$ cat config.mk
export PLATFORM = sky130hd
export DESIGN_NAME = trace_dispatcher
export DESIGN_NICKNAME = d
export VERILOG_FILES = /design/src/rtl/cache_sim_pkg.sv /design/src/rtl/dispatch_fifo.sv /design/src/rtl/trace_dispatcher.sv
export SDC_FILE = /design/constraint.sdc
export NUM_CORES = 1
export LEC_CHECK = 0
export ABC_CLOCK_PERIOD_IN_PS = 5700
export BUFFER_PORTS_ARGS = -buffer_cell sky130_fd_sc_hd__buf_4
export CAP_MARGIN = 30
export CORE_UTILIZATION = 50
export DETAILED_ROUTE_END_ITERATION = 6
export PLACE_DENSITY = 0.71
export SYNTH_ARGS = -nofsm -noshare
export SYNTH_HDL_FRONTEND = slang
export SYNTH_SLANG_ARGS = --single-unit
$ cat constraint.sdc
create_clock -name clk -period 5.7 [get_ports clk]
set_clock_uncertainty 0.15 [all_clocks]
set_input_delay 0.57 -clock clk [delete_from_list [all_inputs] [get_ports clk]]
set_output_delay 0.57 -clock clk [all_outputs]
set_load 0.01 [all_outputs]
$ cat src/rtl/cache_sim_pkg.sv
// cache_sim_pkg: trace command codes, channel op encodings and dispatcher FSM states
package cache_sim_pkg;
    typedef enum logic [3:0] {
        CMD_DR    = 4'd0,
        CMD_DW    = 4'd1,
        CMD_IR    = 4'd2,
        CMD_INV   = 4'd3,
        CMD_RD    = 4'd4,
        CMD_WR    = 4'd5,
        CMD_RWIM  = 4'd6,
        CMD_CLEAR = 4'd8,
        CMD_PRINT = 4'd9
    } trace_cmd_e;
    typedef enum logic [1:0] {L1_DR, L1_DW, L1_IR} l1_op_e;
    typedef enum logic [1:0] {SNP_INV, SNP_RD, SNP_WR, SNP_RWIM} snp_op_e;
    typedef enum logic [1:0] {ST_RUN, ST_DRAIN, ST_ISSUE} disp_state_e;
    localparam int STAT_IDX_ILLEGAL = 10;
    localparam int NUM_STATS = 11;
endpackage

$ cat src/rtl/dispatch_fifo.sv
// dispatch_fifo: show-ahead FIFO with full/empty flags; head reads 0 while empty
module dispatch_fifo #(
    parameter int W     = 34,
    parameter int DEPTH = 4
) (
    input  logic         clk,
    input  logic         reset,
    input  logic         i_push,
    input  logic [W-1:0] i_data,
    input  logic         i_pop,
    output logic [W-1:0] o_data,
    output logic         o_full,
    output logic         o_empty
);
    localparam int AW = $clog2(DEPTH);
    logic [W-1:0]  r_mem [DEPTH];
    logic [AW-1:0] r_wr;
    logic [AW-1:0] r_rd;
    logic [AW:0]   r_cnt;
    logic          w_push;
    logic          w_pop;
    assign o_full  = r_cnt == (AW+1)'(DEPTH);
    assign o_empty = r_cnt == '0;
    assign w_push  = i_push && !o_full;
    assign w_pop   = i_pop && !o_empty;
    assign o_data  = o_empty ? '0 : r_mem[r_rd];
    always_ff @(posedge clk or posedge reset)
        if (reset) begin
            r_wr  <= '0;
            r_rd  <= '0;
            r_cnt <= '0;
        end else begin
            r_wr  <= r_wr + AW'(w_push);
            r_rd  <= r_rd + AW'(w_pop);
            r_cnt <= r_cnt + (AW+1)'(w_push) - (AW+1)'(w_pop);
        end
    always_ff @(posedge clk)
        if (w_push) r_mem[r_wr] <= i_data;
endmodule

$ cat src/rtl/trace_dispatcher.sv
// trace_dispatcher: routes trace records to L1/snoop FIFOs; clear/print drain both before pulsing.
// Define TRACE_STATS_EN to add saturating per-command accept counters readable via stat_sel.
module trace_dispatcher
    import cache_sim_pkg::*;
#(
    parameter int ADDR_W     = 32,
    parameter int FIFO_DEPTH = 4,
    parameter int CNT_W      = 32
) (
    input  logic              clk,
    input  logic              reset,
    input  logic              in_valid,
    output logic              in_ready,
    input  logic [3:0]        in_cmd,
    input  logic [ADDR_W-1:0] in_addr,
    output logic              l1_valid,
    input  logic              l1_ready,
    output logic [1:0]        l1_op,
    output logic [ADDR_W-1:0] l1_addr,
    output logic              snp_valid,
    input  logic              snp_ready,
    output logic [1:0]        snp_op,
    output logic [ADDR_W-1:0] snp_addr,
    output logic              clr_pulse,
    output logic              prt_pulse,
    output logic              err_pulse,
    input  logic [3:0]        stat_sel,
    output logic [CNT_W-1:0]  stat_cnt
);
    localparam int FW = 2 + ADDR_W;
    disp_state_e r_state, w_next;
    logic        r_kind_prt;
    logic        r_err;
    logic        w_acc, w_is_l1, w_is_snp, w_is_bar, w_ill;
    logic        w_l1_full, w_l1_empty, w_snp_full, w_snp_empty;
    l1_op_e      w_l1_op;
    snp_op_e     w_snp_op;
    logic [FW-1:0] w_l1_data, w_snp_data;
    assign w_is_l1  = in_cmd <= 4'd2;
    assign w_is_snp = in_cmd >= 4'd3 && in_cmd <= 4'd6;
    assign w_is_bar = in_cmd == CMD_CLEAR || in_cmd == CMD_PRINT;
    assign w_ill    = !(w_is_l1 || w_is_snp || w_is_bar);
    assign in_ready = r_state == ST_RUN && !w_l1_full && !w_snp_full;
    assign w_acc    = in_valid && in_ready;
    assign w_l1_op  = l1_op_e'(in_cmd[1:0]);
    // Snoop codes 3..6 map to ops 0..3 by subtracting 3 modulo 4
    assign w_snp_op = snp_op_e'(in_cmd[1:0] - 2'd3);
    dispatch_fifo #(.W(FW), .DEPTH(FIFO_DEPTH)) u_l1_fifo (
        .clk(clk), .reset(reset),
        .i_push(w_acc && w_is_l1), .i_data({w_l1_op, in_addr}),
        .i_pop(l1_ready), .o_data(w_l1_data),
        .o_full(w_l1_full), .o_empty(w_l1_empty)
    );
    dispatch_fifo #(.W(FW), .DEPTH(FIFO_DEPTH)) u_snp_fifo (
        .clk(clk), .reset(reset),
        .i_push(w_acc && w_is_snp), .i_data({w_snp_op, in_addr}),
        .i_pop(snp_ready), .o_data(w_snp_data),
        .o_full(w_snp_full), .o_empty(w_snp_empty)
    );
    assign {l1_op, l1_addr}   = w_l1_data;
    assign {snp_op, snp_addr} = w_snp_data;
    assign l1_valid  = !w_l1_empty;
    assign snp_valid = !w_snp_empty;
    assign err_pulse = r_err;
    always_ff @(posedge clk or posedge reset)
        if (reset) begin
            r_state    <= ST_RUN;
            r_kind_prt <= 1'b0;
            r_err      <= 1'b0;
        end else begin
            r_state <= w_next;
            r_err   <= w_acc && w_ill;
            if (w_acc && w_is_bar) r_kind_prt <= in_cmd == CMD_PRINT;
        end
    always_comb begin
        w_next    = r_state;
        clr_pulse = 1'b0;
        prt_pulse = 1'b0;
        case (r_state)
            ST_RUN:   w_next = (w_acc && w_is_bar) ? ST_DRAIN : ST_RUN;
            ST_DRAIN: w_next = (w_l1_empty && w_snp_empty) ? ST_ISSUE : ST_DRAIN;
            default: begin
                w_next    = ST_RUN;
                clr_pulse = !r_kind_prt;
                prt_pulse = r_kind_prt;
            end
        endcase
    end
`ifdef TRACE_STATS_EN
    logic [CNT_W-1:0] r_stat [NUM_STATS];
    logic [3:0]       w_stat_idx;
    assign w_stat_idx = w_ill ? 4'(STAT_IDX_ILLEGAL) : in_cmd;
    always_ff @(posedge clk or posedge reset)
        if (reset) begin
            for (int i = 0; i < NUM_STATS; i++) r_stat[i] <= '0;
        end else if (w_acc && r_stat[w_stat_idx] != '1) begin
            r_stat[w_stat_idx] <= r_stat[w_stat_idx] + CNT_W'(1);
        end
    assign stat_cnt = (stat_sel < 4'(NUM_STATS)) ? r_stat[stat_sel] : '0;
`else
    logic w_unused_sel;
    assign w_unused_sel = ^stat_sel;
    assign stat_cnt     = '0;
`endif
endmodule

==> flow_summary.toml <==
[critical_path]
worst-endpoint-arrival_ps = 2710
worst_path_largest_cell_delay_ps = 690
crit_end_category = "output port"
timing.critical_path.fanout_max = 22
critical_path.slowest_cell = "sky130_fd_sc_hd__dfrtp_2"
reg2reg_depth = 5
cp_cell_sequence = "buf_4 -> mux4_2 -> and2_1 -> buf_4"
worst-r2r-setup-slack_ps = 2430
worst-setup-path-type = "flip-flop to output port"
worstPathRequired_ps = 4980
timing.critical_path.mode_cell = "sky130_fd_sc_hd__buf_4"
endpoint_of_the_most_critical_register_to_register_path = "u_l1_fifo.r_mem[1][22]$_DFFE_PP_"
timing.critical_path.from_type = "flip-flop"
crit-reg2reg-launch = "r_state[0]$_DFF_PP0_"

[drt]
first_pass_iters = 4
route.detailed.wl_per_inst_um = 21.7
first_iter_violations = 320
viasPerCell = 5.42
drt_drc_violations_left = 0
drt.antenna.violating_nets = 0
num_vias = 5403
routed_wirelength_mm = 21.6

[clock_tree]
clock_sink_count = 290
post_cts_buffers = 0
cts.clk_slew.worst_paths_ps = 60
cts_max_level = 1
cts_tree = "done"
ctsResizeCount = 0
number_of_clock_buffers_inserted_by_tritoncts = 28
clock_insertion_delay_worst_skew_ps = 540
cts.root.buffer_cell = "sky130_fd_sc_hd__clkbuf_16"
ctsHoldBuffers = 1
clock_path_buffers = 3

[logic_synthesis]
synthMuxAreaShare_pct = 13.3
synth_cell_types = 35
yosys.area_share.simple_pct = 5.26
post_synth_xor_area_fraction_pct = 0.610
yosysTopAreaCellShare_pct = 71.1
synthMostInstantiatedCell = "sky130_fd_sc_hd__edfxtp_1"
synthesis.area_mm2 = 0.0115
ys_ff_latch = 290
synth_compound_gate_area_share_pct = 0.588
synthFlopType = "sky130_fd_sc_hd__edfxtp_1"
synthDominantAreaCellType = "sky130_fd_sc_hd__edfxtp_1"
synth_enable_flop_cells = 272
synth_top_cells_by_area = "sky130_fd_sc_hd__edfxtp_1 71%, sky130_fd_sc_hd__mux4_2 13%, sky130_fd_sc_hd__dfrtp_1 3.9%"
synth_cells = 554
ys.warnings.count = 0
syn-mean-instance-area_um2 = 20.7
synth_commonest_cells = "272 x sky130_fd_sc_hd__edfxtp_1, 71 x sky130_fd_sc_hd__and2_1, 68 x sky130_fd_sc_hd__mux4_2, 32 x sky130_fd_sc_hd__buf_4, 18 x sky130_fd_sc_hd__dfrtp_1"
largest_family_of_logic_cells_by_synthesized_area = "multiplexers"
synth_sequential_area_ratio_pct = 75.1
synthAdderAreaFrac_pct = 1.66
synth-async-reset-ratio_pct = 6.21

[timing]
setup_repair_after_global_routing_missed_its_margin = "false"
worst_slew_pin_slew_ps = 1010
max_freq_ghz = 0.292
hold_viol_final = 0
finalCritPeriodShare_pct = 60.1
max-slew-margin-rel_pct = 32.5
slew_violations = 0
setup_total_negative_slack_ps = 0
period_needed_ps = 3430
setup_viol = 0

[finish]
final_nets = 748
synth_to_final_area_change_pct = 17.7
final_layout_size_suffix_gt1_share_pct = 34.7
layout.cells.non_filler = 996
num_antenna_cells = 0
layout.filler_cells = 1641

[power]
share_seq_of_total_power_pct = 42.9
vdd.ir_drop.worst_mv = 0.363
switchingPower_w = 0.00177
power_frac_clock_pct = 26.8
switching_share_pct = 28.3
comb_power_share_pct = 30.3
p_int_w = 0.00448
static-leakage-power_nw = 4.72
power-per-cell-area_mw_per_mm2 = 463

[grt]
grt-ovfl-total = 0
antenna_found_initial = 0
global_route_wire_length_before_repair_mm = 32.9
pin_count_of_the_biggest_net_entering_global_routing = 38
grt_pass1_vias = 5667
grt_util_all_layers_pct = 18.8

[floorplanning]
coreArea_mm2 = 0.0226
num_io_pins = 151
fp.dieArea_mm2 = 0.0236
die_w_um = 154
placementRows = 55
fp.dieH_um = 154
initial_utilization_pct = 50.9

[worst_hold_path]
min_delay_worst_endpoint = "u_l1_fifo.r_mem[2][13]$_DFFE_PP_"
hold_depth = 1
hold_path.startpoint = "in_addr[13]"
min-delay-path-class = "input port to flip-flop"

[status]
run_status = "completed"

[place]
dp_cells = 943
io_buffer_count = 114
dpl.hpwl_mm = 12.9
gpl.final_weighted_congestion = 0.737

[run]
cap_violations = 0
==> cell families after synthesis <==
group | count (synthesis)
simple gates | 95
other cells | 1
fa+ha+maj | 14
compound gates | 8
xor+xnor | 8
mux | 68
buf+inv | 70
flops | 290
==> state kept, by name, indices dropped and copies added (netlist names), 3 cells and up <==
name,cells
u_l1_fifo.r_mem,136
u_snp_fifo.r_mem,136
u_l1_fifo.r_cnt,3
u_snp_fifo.r_cnt,3
==> placed cells by master, fill, tap and decap left out, types with 5 or more instances in the layout <==
cell | synthesis | routed
sky130_fd_sc_hd__edfxtp_1 | 272 | 272
sky130_fd_sc_hd__buf_4 | 32 | 124
sky130_fd_sc_hd__and2_1 | 71 | 71
sky130_fd_sc_hd__mux4_2 | 68 | 68
sky130_fd_sc_hd__conb_1 | 1 | 32
sky130_fd_sc_hd__clkbuf_16 | 0 | 29
sky130_fd_sc_hd__inv_1 | 14 | 14
sky130_fd_sc_hd__dfrtp_1 | 18 | 14
sky130_fd_sc_hd__clkbuf_1 | 13 | 13
sky130_fd_sc_hd__ha_1 | 12 | 12
sky130_fd_sc_hd__xor2_1 | 5 | 5
==> through the flow <==
| step | instance area (µm²) | setup WS (ps) | power (W) | hold WS [ps] | utilization [%] |
|---|---|---|---|---|---|
| 2_1_floorplan | 11600 | 1150 | 0.00382 | 312 | - |
| 3_3_place_gp | 12600 | 2270 | 0.00461 | 330 | 55.9 |
| 3_5_place_dp | 12700 | 2210 | 0.00467 | 348 | 56.1 |
| 4_1_cts | 13500 | 2180 | 0.00635 | 93.6 | 59.9 |
| 5_1_grt | 13500 | 2110 | 0.00655 | 96.2 | 59.9 |
| 6_report | 13500 | 2270 | 0.00625 | 113 | 59.9 |
==> final cells by class <==
type	count	area, µm²	share of cell area [%]
Clock buffer	44	802	5.93
Clock inverter	8	35.0	0.259
Inverter	14	52.6	0.389
Multi-Input combinational cell	225	2630	19.4
Sequential cell	290	8620	63.8
Tap cell	285	357	2.64
Timing Repair Buffer	130	1020	7.57
==> worst max-delay path, delay by kind of cell, from the launching register on <==
kind,cells,cell delay [ps]
buf+inv,2,670
flops,1,690
mux,1,600
simple gates,1,180
==> routing by layer <==
| layer | share of wire [%] | vias up | track usage [%] |
|---|---|---|---|
| met3 | 6.3 | 24 | 3.49 |
| met1 | 41 | 2799 | 24.5 |
| met5 | 0 | - | 0 |
| li1 | - | 2384 | - |
| met2 | 51 | 196 | 32.9 |
| met4 | 1.5 | 0 | 4.48 |
==> how the worst max path moves through the flow <==
stage | startpoint | end | slack (ps) | depth (start not counted)
2_1_floorplan | in_valid | u_snp_fifo.r_mem[1][0]$_DFFE_PP_ | 1150 | 4
3_3_place_gp | in_valid | u_l1_fifo.r_mem[1][33]$_DFFE_PP_ | 2270 | 6
3_5_place_dp | in_valid | u_l1_fifo.r_mem[1][22]$_DFFE_PP_ | 2210 | 6
4_1_cts | u_snp_fifo.r_rd[0]$_DFF_PP0_ | snp_addr[11] | 2180 | 4
5_1_grt | u_snp_fifo.r_rd[0]$_DFF_PP0_ | snp_addr[9] | 2110 | 4
6_report | u_snp_fifo.r_rd[0]$_DFF_PP0_ | snp_addr[7] | 2270 | 4
==> power by group through the flow <==
stage	logic, W	registers [W]	clock network (W)
final	0.00189	0.00269	0.00168
after global routing	0.00205	0.00271	0.00179
after CTS	0.00194	0.00269	0.00171
after detailed placement	0.00193	0.00274	0
after global placement	0.00189	0.00272	0
after floorplan	0.00128	0.00254	0
(Power assumes the default switching activity.)
